### src/rtl/btn_pkg.sv
// Shared types and constants for the button event generator: channel state,
// per-channel event bundle, default timing and board button indices.
package btn_pkg;

  typedef enum logic [1:0] {
    DISARMED = 2'd0,
    IDLE     = 2'd1,
    PRESSED  = 2'd2,
    HELD     = 2'd3
  } btn_state_t;

  typedef struct packed {
    logic press;
    logic rel;
    logic lng;
    logic rpt;
  } btn_evt_t;

  localparam int HOLD_CYCLES_DEF   = 50000000;
  localparam int REPEAT_CYCLES_DEF = 10000000;

  localparam int BTN_C = 0;
  localparam int BTN_U = 1;
  localparam int BTN_D = 2;
  localparam int BTN_L = 3;
  localparam int BTN_R = 4;

  // Counter must hold terminal values of both the hold and the repeat phase.
  function automatic int cnt_width(int hold, int rep);
    int m;
    m = (hold > rep) ? hold : rep;
    return (m < 2) ? 1 : $clog2(m);
  endfunction

endpackage

### src/rtl/btn_event_channel.sv
// One button channel: DISARMED/IDLE/PRESSED/HELD FSM, hold/repeat counter and
// registered event pulses. Repeat generation is present only with BTN_REPEAT_EN.
module btn_event_channel
  import btn_pkg::*;
#(
  parameter int HOLD_CYCLES   = HOLD_CYCLES_DEF,
  parameter int REPEAT_CYCLES = REPEAT_CYCLES_DEF
) (
  input  logic     clk,
  input  logic     rst,
  input  logic     btn_db,
  output btn_evt_t evt,
  output logic     held,
  output logic     press_nxt
);

  localparam int CW = cnt_width(HOLD_CYCLES, REPEAT_CYCLES);

  btn_state_t      state, state_n;
  logic [CW-1:0]   cnt, cnt_n;
  btn_evt_t        evt_n;

  always_ff @(posedge clk) begin
    if (rst) begin
      state <= DISARMED;
      cnt   <= '0;
      evt   <= '0;
      held  <= 1'b0;
    end else begin
      state <= state_n;
      cnt   <= cnt_n;
      evt   <= evt_n;
      held  <= (state_n == HELD);
    end
  end

  always_comb begin
    state_n = state;
    cnt_n   = cnt;
    evt_n   = '0;
    case (state)
      // A button held through reset must be seen released before arming.
      DISARMED: if (!btn_db) state_n = IDLE;
      IDLE: if (btn_db) begin
        state_n     = PRESSED;
        cnt_n       = '0;
        evt_n.press = 1'b1;
      end
      PRESSED: begin
        if (!btn_db) begin
          state_n   = IDLE;
          cnt_n     = '0;
          evt_n.rel = 1'b1;
        end else if (cnt == CW'(HOLD_CYCLES - 1)) begin
          state_n   = HELD;
          cnt_n     = '0;
          evt_n.lng = 1'b1;
        end else begin
          cnt_n = cnt + CW'(1);
        end
      end
      HELD: begin
        if (!btn_db) begin
          state_n   = IDLE;
          cnt_n     = '0;
          evt_n.rel = 1'b1;
        end
`ifdef BTN_REPEAT_EN
        else if (cnt == CW'(REPEAT_CYCLES - 1)) begin
          cnt_n     = '0;
          evt_n.rpt = 1'b1;
        end else begin
          cnt_n = cnt + CW'(1);
        end
`endif
      end
      default: state_n = DISARMED;
    endcase
  end

  // Lets the top register any_press in the same edge as press_p.
  assign press_nxt = evt_n.press;

endmodule

### src/rtl/button_event_gen.sv
// Per-button event generator: N_BTN independent channels plus registered
// any_press. Optional build macro: BTN_REPEAT_EN enables repeat_p.
module button_event_gen
  import btn_pkg::*;
#(
  parameter int N_BTN         = 5,
  parameter int HOLD_CYCLES   = HOLD_CYCLES_DEF,
  parameter int REPEAT_CYCLES = REPEAT_CYCLES_DEF
) (
  input  logic             clk,
  input  logic             rst,
  input  logic [N_BTN-1:0] btn_db,
  output logic [N_BTN-1:0] press_p,
  output logic [N_BTN-1:0] release_p,
  output logic [N_BTN-1:0] long_p,
  output logic [N_BTN-1:0] repeat_p,
  output logic [N_BTN-1:0] held,
  output logic             any_press
);

  btn_evt_t [N_BTN-1:0] evt;
  logic     [N_BTN-1:0] press_nxt;

  for (genvar i = 0; i < N_BTN; i++) begin : g_ch
    btn_event_channel #(
      .HOLD_CYCLES  (HOLD_CYCLES),
      .REPEAT_CYCLES(REPEAT_CYCLES)
    ) u_ch (
      .clk      (clk),
      .rst      (rst),
      .btn_db   (btn_db[i]),
      .evt      (evt[i]),
      .held     (held[i]),
      .press_nxt(press_nxt[i])
    );
    assign press_p[i]   = evt[i].press;
    assign release_p[i] = evt[i].rel;
    assign long_p[i]    = evt[i].lng;
    assign repeat_p[i]  = evt[i].rpt;
  end

  always_ff @(posedge clk) begin
    if (rst) any_press <= 1'b0;
    else     any_press <= |press_nxt;
  end

endmodule

### config.mk
export PLATFORM = sky130hd
export DESIGN_NAME = button_event_gen
export DESIGN_NICKNAME = d
export VERILOG_FILES = /design/src/rtl/btn_pkg.sv /design/src/rtl/btn_event_channel.sv /design/src/rtl/button_event_gen.sv
export SDC_FILE = /design/constraint.sdc
export NUM_CORES = 1
export LEC_CHECK = 0
export CAP_MARGIN = 20
export CORE_UTILIZATION = 30
export DETAILED_ROUTE_END_ITERATION = 12
export MAX_ROUTING_LAYER = met4
export PLACE_DENSITY = 0.5
export REMOVE_ABC_BUFFERS = 1
export SYNTH_ARGS = -nofsm -noshare
export SYNTH_HDL_FRONTEND = slang
export SYNTH_SLANG_ARGS = --single-unit
### constraint.sdc
create_clock -name clk -period 3.9 [get_ports clk]
set_input_delay 0.975 -clock clk [delete_from_list [all_inputs] [get_ports clk]]
set_output_delay 0.975 -clock clk [all_outputs]
set_load 0.02 [all_outputs]
==> Yosys cells after proc, flatten, opt, wreduce, memory -nomap -nowiden <==
Index checks and enable logic that the tools add are counted.
{ "totals": {"input_bits": 7, "word_cells": 192, "reg_bits": 161, "output_inout_bits": 26} }
{ "classes": {"eq_ne": 35, "bitwise_logic": 15, "n_reduce_logical": 36, "mux": 70, "add_sub_neg": 5} }
{ "ops": {"columns": ["op", "n"], "rows": [
  ["26-bit two-way mux", 20],
  ["26-bit case mux with 3 select lines", 5],
  ["26-bit by 1-bit adder with 26-bit output (second input constant)", 5],
  ["26-bit == test (second input constant)", 5],
  ["2-bit two-way mux", 20],
  ["2-bit == test (second input constant)", 15],
  ["2-bit case mux with 3 select lines", 5],
  ["2-bit OR reduction", 15],
  ["1-bit two-way mux", 20],
  ["2-bit inequality test (second input constant)", 10],
  ["1-bit inverter", 15],
  ["3-bit AND reduction", 5],
  ["3-bit nonzero test", 5],
  ["3-bit OR reduction", 5],
  ["2-bit by 1-bit == test with 1-bit output (second input constant)", 5],
  ["2-bit zero test", 5],
  ["5-bit OR reduction", 1]
]} }

==> Depth between registers and ports, before layout <==
{ "logic_depth": {"depth_word": 5, "ltp_mapped": 8, "depth_no_buf": 7} }

==> Cells and area by module <==
From an unflattened synthesis, not the netlist that was laid out.
{ "unflattened": {"cells_unflattened": 953, "area_unflattened_um2": 8361.8} }
{ "modules_own_cells": {"columns": ["module", "cells_each", "instances", "seq_area_each_um2", "area_each_um2"], "rows": [
  ["btn_event_channel at g_ch[0].u_ch ...", 191, 3, 640.6, 1667.8],
  ["btn_event_channel at g_ch[1].u_ch", 182, 1, 640.6, 1665.3],
  ["btn_event_channel at g_ch[4].u_ch", 194, 1, 640.6, 1659.1],
  ["button_event_gen", 4, 1, 20.0, 33.8]
]} }

==> Worst setup path after synthesis <==
Ideal clock, no wire load.
{ "synth_path": {"path_type": "input -> register", "startpoint": "input port btn_db[2]", "endpoint": "register g_ch[2].u_ch.cnt[22]", "t_arrival_ns": 2.538, "setup_slack_ns": 1.292, "cell_stages": 6, "setup_ns": 0.070, "required_ns": 3.830, "path_buffers": 1, "cell_sequence": "clkbuf_1 mux2_2 nor2_1 nand4_1 or3_1 a21oi_1"} }
{ "synth_via": {"elab_chain_len": 2, "word_cells_on_any_way": 5, "classes_between": "eq/ne: 2; mux: 2; reduce/logical: 1"} }
{ "synth_lines": {"columns": ["element", "line", "source"], "rows": [
  ["start, declared", "button_event_gen.sv:12", "input logic [N_BTN-1:0] btn_db,"],
  ["26-bit two-way mux / 2-bit inequality test (equally long branches)", null, null],
  ["26-bit case mux with 3 select lines / 3-bit AND reduction (equally long branches)", null, null],
  ["end signal, assigned", "btn_event_channel.sv:31", "cnt <= cnt_n;"],
  ["end, declared", "btn_event_channel.sv:20", "logic [CW-1:0] cnt, cnt_n;"]
]} }
Several ways; a longest one is shown, not always the timed one.
A chain may end at the register's enable or synchronous reset.

==> Final worst setup path <==
{ "layout_path": {"startpoint": "input port btn_db[1]", "endpoint": "register g_ch[1].u_ch.cnt[24]"} }
{ "layout_via": {"elab_chain_len": 2, "word_cells_on_any_way": 5, "classes_between": "eq/ne: 2; mux: 2; reduce/logical: 1"} }
{ "layout_lines": {"columns": ["element", "line"], "rows": [
  ["26-bit two-way mux / 2-bit inequality test (equally long branches)", null],
  ["26-bit case mux with 3 select lines / 3-bit AND reduction (equally long branches)", null],
  ["end signal, assigned", "btn_event_channel.sv:31"],
  ["end, declared", "btn_event_channel.sv:20"]
]} }
Several ways; a longest one is shown, not always the timed one.

==> flow_metrics.env <==
export IMPL_min_to="g_ch[0].u_ch.cnt[1]$_SDFFE_PP0P_"
export IMPL_synth_seq_cells=161
export IMPL_cp_arrival_ns=3.07
export IMPL_grt_pass1_vias=5796
export IMPL_worst_r2r_path_depth=6
export IMPL_p_per_area_nw_per_um2=396.2
export IMPL_tightest_slew_ns=0.9004
export IMPL_clockRootBuffer="clkbuf_16"
export IMPL_htree_levels=4
export IMPL_vias=6105
export IMPL_setup_ws_ns=1.141
export IMPL_core_area_um2=25400
export IMPL_cp_start_kind="input port"
export IMPL_place_area_um2=8427
export IMPL_ys_seq_area_frac=0.4108
export IMPL_ys_warn_count=0
export IMPL_gp_congestion=0.7558
export IMPL_antenna_found_initial=0
export IMPL_cts_reportedPaths_clkPinSlew_ns=0.08
export IMPL_cp_max_fo=16
export IMPL_maxCapViolations=0
export IMPL_period_share=0.7074
export IMPL_synth_distinct_cells=59
export IMPL_fin_area_um2=9022
export IMPL_slew_viol_final=0
export IMPL_ys_async_sr_fraction=0
export IMPL_status="finished, final reports clean"
export IMPL_cts_resized=0
export IMPL_clk_latency_ns=0.43
export IMPL_rsz0062_at_grt="false"
export IMPL_reg2reg_slack_ns=1.51
export IMPL_rows=58
export IMPL_drt_wl_total_um=16290
export IMPL_critPathMaxStageDelay_ns=0.58
export IMPL_critical_path_required_ns=4.22
export IMPL_fin_crit_ns=2.759
export IMPL_hpwl_um=11430
export IMPL_vias_per_cell=4.822
export IMPL_clock_sinks=161
export IMPL_cts_hold_buf=0
export IMPL_clock_fmax_mhz=362.5
export IMPL_drt_pass1_iter_count=4
export IMPL_critPathKind="input port to flop"
export IMPL_p_leak_nw=3.158
export IMPL_setup_violations_final=0
export IMPL_grt_pass1_wl_um=28210
export IMPL_initial_core_util=0.3089
export IMPL_slew_headroom=0.3942
export IMPL_die_y_um=163.7
export IMPL_cp_end_kind="flop"
export IMPL_grt_remaining_overflow=0
export IMPL_cts_tree="yes"
export IMPL_layout_nets=955
export IMPL_route_detailed_drc=0
export IMPL_cts_inserted_buffers=17
export IMPL_synthCells=904
export IMPL_syn_area_um2=7845
export IMPL_dp_cells=1234
export IMPL_seqPwrFrac=0.468
export IMPL_area_growth_pct=15.01
export IMPL_routedWlPerCell_um=12.86
export IMPL_die_area_um2=26800
export IMPL_p_sw_uw=881.8
export IMPL_grt_max_degree=36
export IMPL_finClkSkew_ns=0.01172
export IMPL_power_combinational_fraction=0.055
export IMPL_clock_power_share=0.477
export IMPL_synth_edf_count=0
export IMPL_min_from="g_ch[0].u_ch.cnt[1]$_SDFFE_PP0P_"
export IMPL_swShare=0.2467
export IMPL_holdPathStages=2
export IMPL_final_cell_count_no_fill=1266
export IMPL_cts_setup_buffers=0
export IMPL_grt_usage=0.1341
export IMPL_path_cells="clkdlybuf4s50_1, mux2_2, nor2_1, o22a_1, buf_12, nor2_1"
export IMPL_hold_viol=0
export IMPL_drt_iter0_markers=229
export IMPL_io_pins=33
export IMPL_worst_path_max_delay_cell="clkdlybuf4s50_1"
export IMPL_dp_slack_ns=0.6935
export IMPL_fin_tns_setup_ns=0
export IMPL_n_antenna_cell=0
export IMPL_crit_top_cell="nor2_1"
export IMPL_io_buffer_count=27
export IMPL_reg2reg_from="g_ch[3].u_ch.cnt[3]$_SDFFE_PP0P_"
export IMPL_r2r_end="g_ch[3].u_ch.cnt[6]$_SDFFE_PP0P_"
export IMPL_startpoint="btn_db[1]"
export IMPL_ys_flop_type="dfxtp_1"
export IMPL_ant_nets=0
export IMPL_ir_drop_v=0.0002321
export IMPL_clk_path_buf_depth=2
export IMPL_die_x_um=163.7
export IMPL_hold_path_class="flop to flop"
export IMPL_layout_drive_gt1_share=0.06944
export IMPL_p_int_mw=2.693
export IMPL_avgSynthCellArea_um2=8.678
==> power groups by stage <==
stage,Sequential (mW),Clock [mW],Combinational [mW]
floorplan,1.71,0,0.118
detailed placement,1.71,0,0.199
global route,1.67,1.83,0.221
CTS,1.67,1.76,0.200
finish,1.67,1.70,0.198
global placement,1.71,0,0.199
==> state kept, by name, summed over array words and instances, names as in the netlist <==
| signal | cells |
|---|---|
| g_ch.u_ch.cnt | 130 |
| g_ch.u_ch.evt | 15 |
| g_ch.u_ch.state | 10 |
| g_ch.u_ch.held | 5 |
| any_press | 1 |
==> metal layers <==
metal,global-route usage,vias up,share of wire
met5,-,-,0
met4,0.05177,0,0.012
met3,0.02677,13,0.025
met2,0.1972,69,0.43
met1,0.1798,2833,0.53
li1,-,3190,-
==> layout make-up <==
| class | instances | area, um^2 |
|---|---|---|
| Tap cell | 330 | 412.9 |
| Sequential cell | 161 | 3223 |
| Inverter | 21 | 78.83 |
| Timing Repair Buffer | 44 | 422.9 |
| Clock inverter | 15 | 170.2 |
| Fill cell | 2665 | 16380 |
| Clock buffer | 17 | 425.4 |
| Multi-Input combinational cell | 678 | 4289 |
==> how the worst max path moves through the flow <==
| stage | to | slack [ns] | cells past startpoint |
|---|---|---|---|
| 5_1_grt | g_ch[1].u_ch.cnt[4]$_SDFFE_PP0P_ | 0.99 | 6 |
| 3_3_place_gp | g_ch[1].u_ch.cnt[25]$_SDFFE_PP0P_ | 0.74 | 6 |
| 6_report | g_ch[1].u_ch.cnt[24]$_SDFFE_PP0P_ | 1.14 | 6 |
| 3_5_place_dp | g_ch[1].u_ch.cnt[15]$_SDFFE_PP0P_ | 0.69 | 6 |
| 4_1_cts | g_ch[1].u_ch.cnt[24]$_SDFFE_PP0P_ | 1.14 | 6 |
| 2_1_floorplan | g_ch[4].u_ch.cnt[0]$_SDFFE_PP0P_ | 1.32 | 4 |
==> cells in the mapped netlist (16+ instances only) <==
library cell	n	share of area
dfxtp_1	161	0.41
nor3_1	22	0.014
and3_1	26	0.021
xor2_1	77	0.086
inv_1	21	0.010
o21ai_0	24	0.015
a21oi_1	23	0.015
nand4_1	54	0.043
nand3_1	42	0.027
nor4_1	16	0.013
clkbuf_1	22	0.011
nand2_1	58	0.028
ha_1	25	0.040
xnor2_1	34	0.038
nor2_1	140	0.067
==> cells in the final DEF, fill, tap and decap left out, types with 3 or more instances in the layout <==
master and n:
a211oi_1 4, xor2_1 77, o21ai_0 24, ha_1 25, buf_4 15, nand4b_1 4, nand3_1 42, nor2b_1 6
o22a_1 3, inv_6 7, nand4_1 54, and4b_1 9, nor2_1 140, nand2_1 58, and4_1 12, nor3b_1 3
dfxtp_1 161, xnor2_1 34, conb_1 5, nand3b_1 4, nor4_2 4, inv_1 21, and3_1 26, nor3_1 22
nand2b_1 8, or3_1 15, nor4_1 16, and2_1 10, a21oi_1 23, nor4b_1 8, a31oi_1 4, clkbuf_16 17
clkdlybuf4s50_1 27
==> metrics by stage <==
| step | hold slack, ns | power [mW] | util |
|---|---|---|---|
| 5_1_grt | 0.5000 | 3.723 | 0.3552 |
| 3_3_place_gp | 0.4639 | 1.910 | 0.3318 |
| 2_1_floorplan | 0.4488 | 1.829 | - |
| 4_1_cts | 0.4823 | 3.630 | 0.3552 |
| 3_5_place_dp | 0.4733 | 1.910 | 0.3318 |
| 6_report | 0.4774 | 3.575 | 0.3552 |
==> logic make-up after synthesis <==
group	synth area share
multiplexers	0.007336
XOR/XNOR	0.1239
AO/OA/AOI/OAI	0.05805
flip-flops	0.4108
adder cells (fa/ha/maj)	0.03987
buffers and inverters	0.04434
other	0.0004780
AND/OR/NAND/NOR	0.3152
==> critical path, delay by kind of cell <==
kind                   cells  cell delay (ns)
AOI/OAI and AO/OA          1             0.50
buffers and inverters      2             0.78
muxes                      1             0.41
and+or+nand+nor            2             0.40
Power figures use the tool's default switching activity.
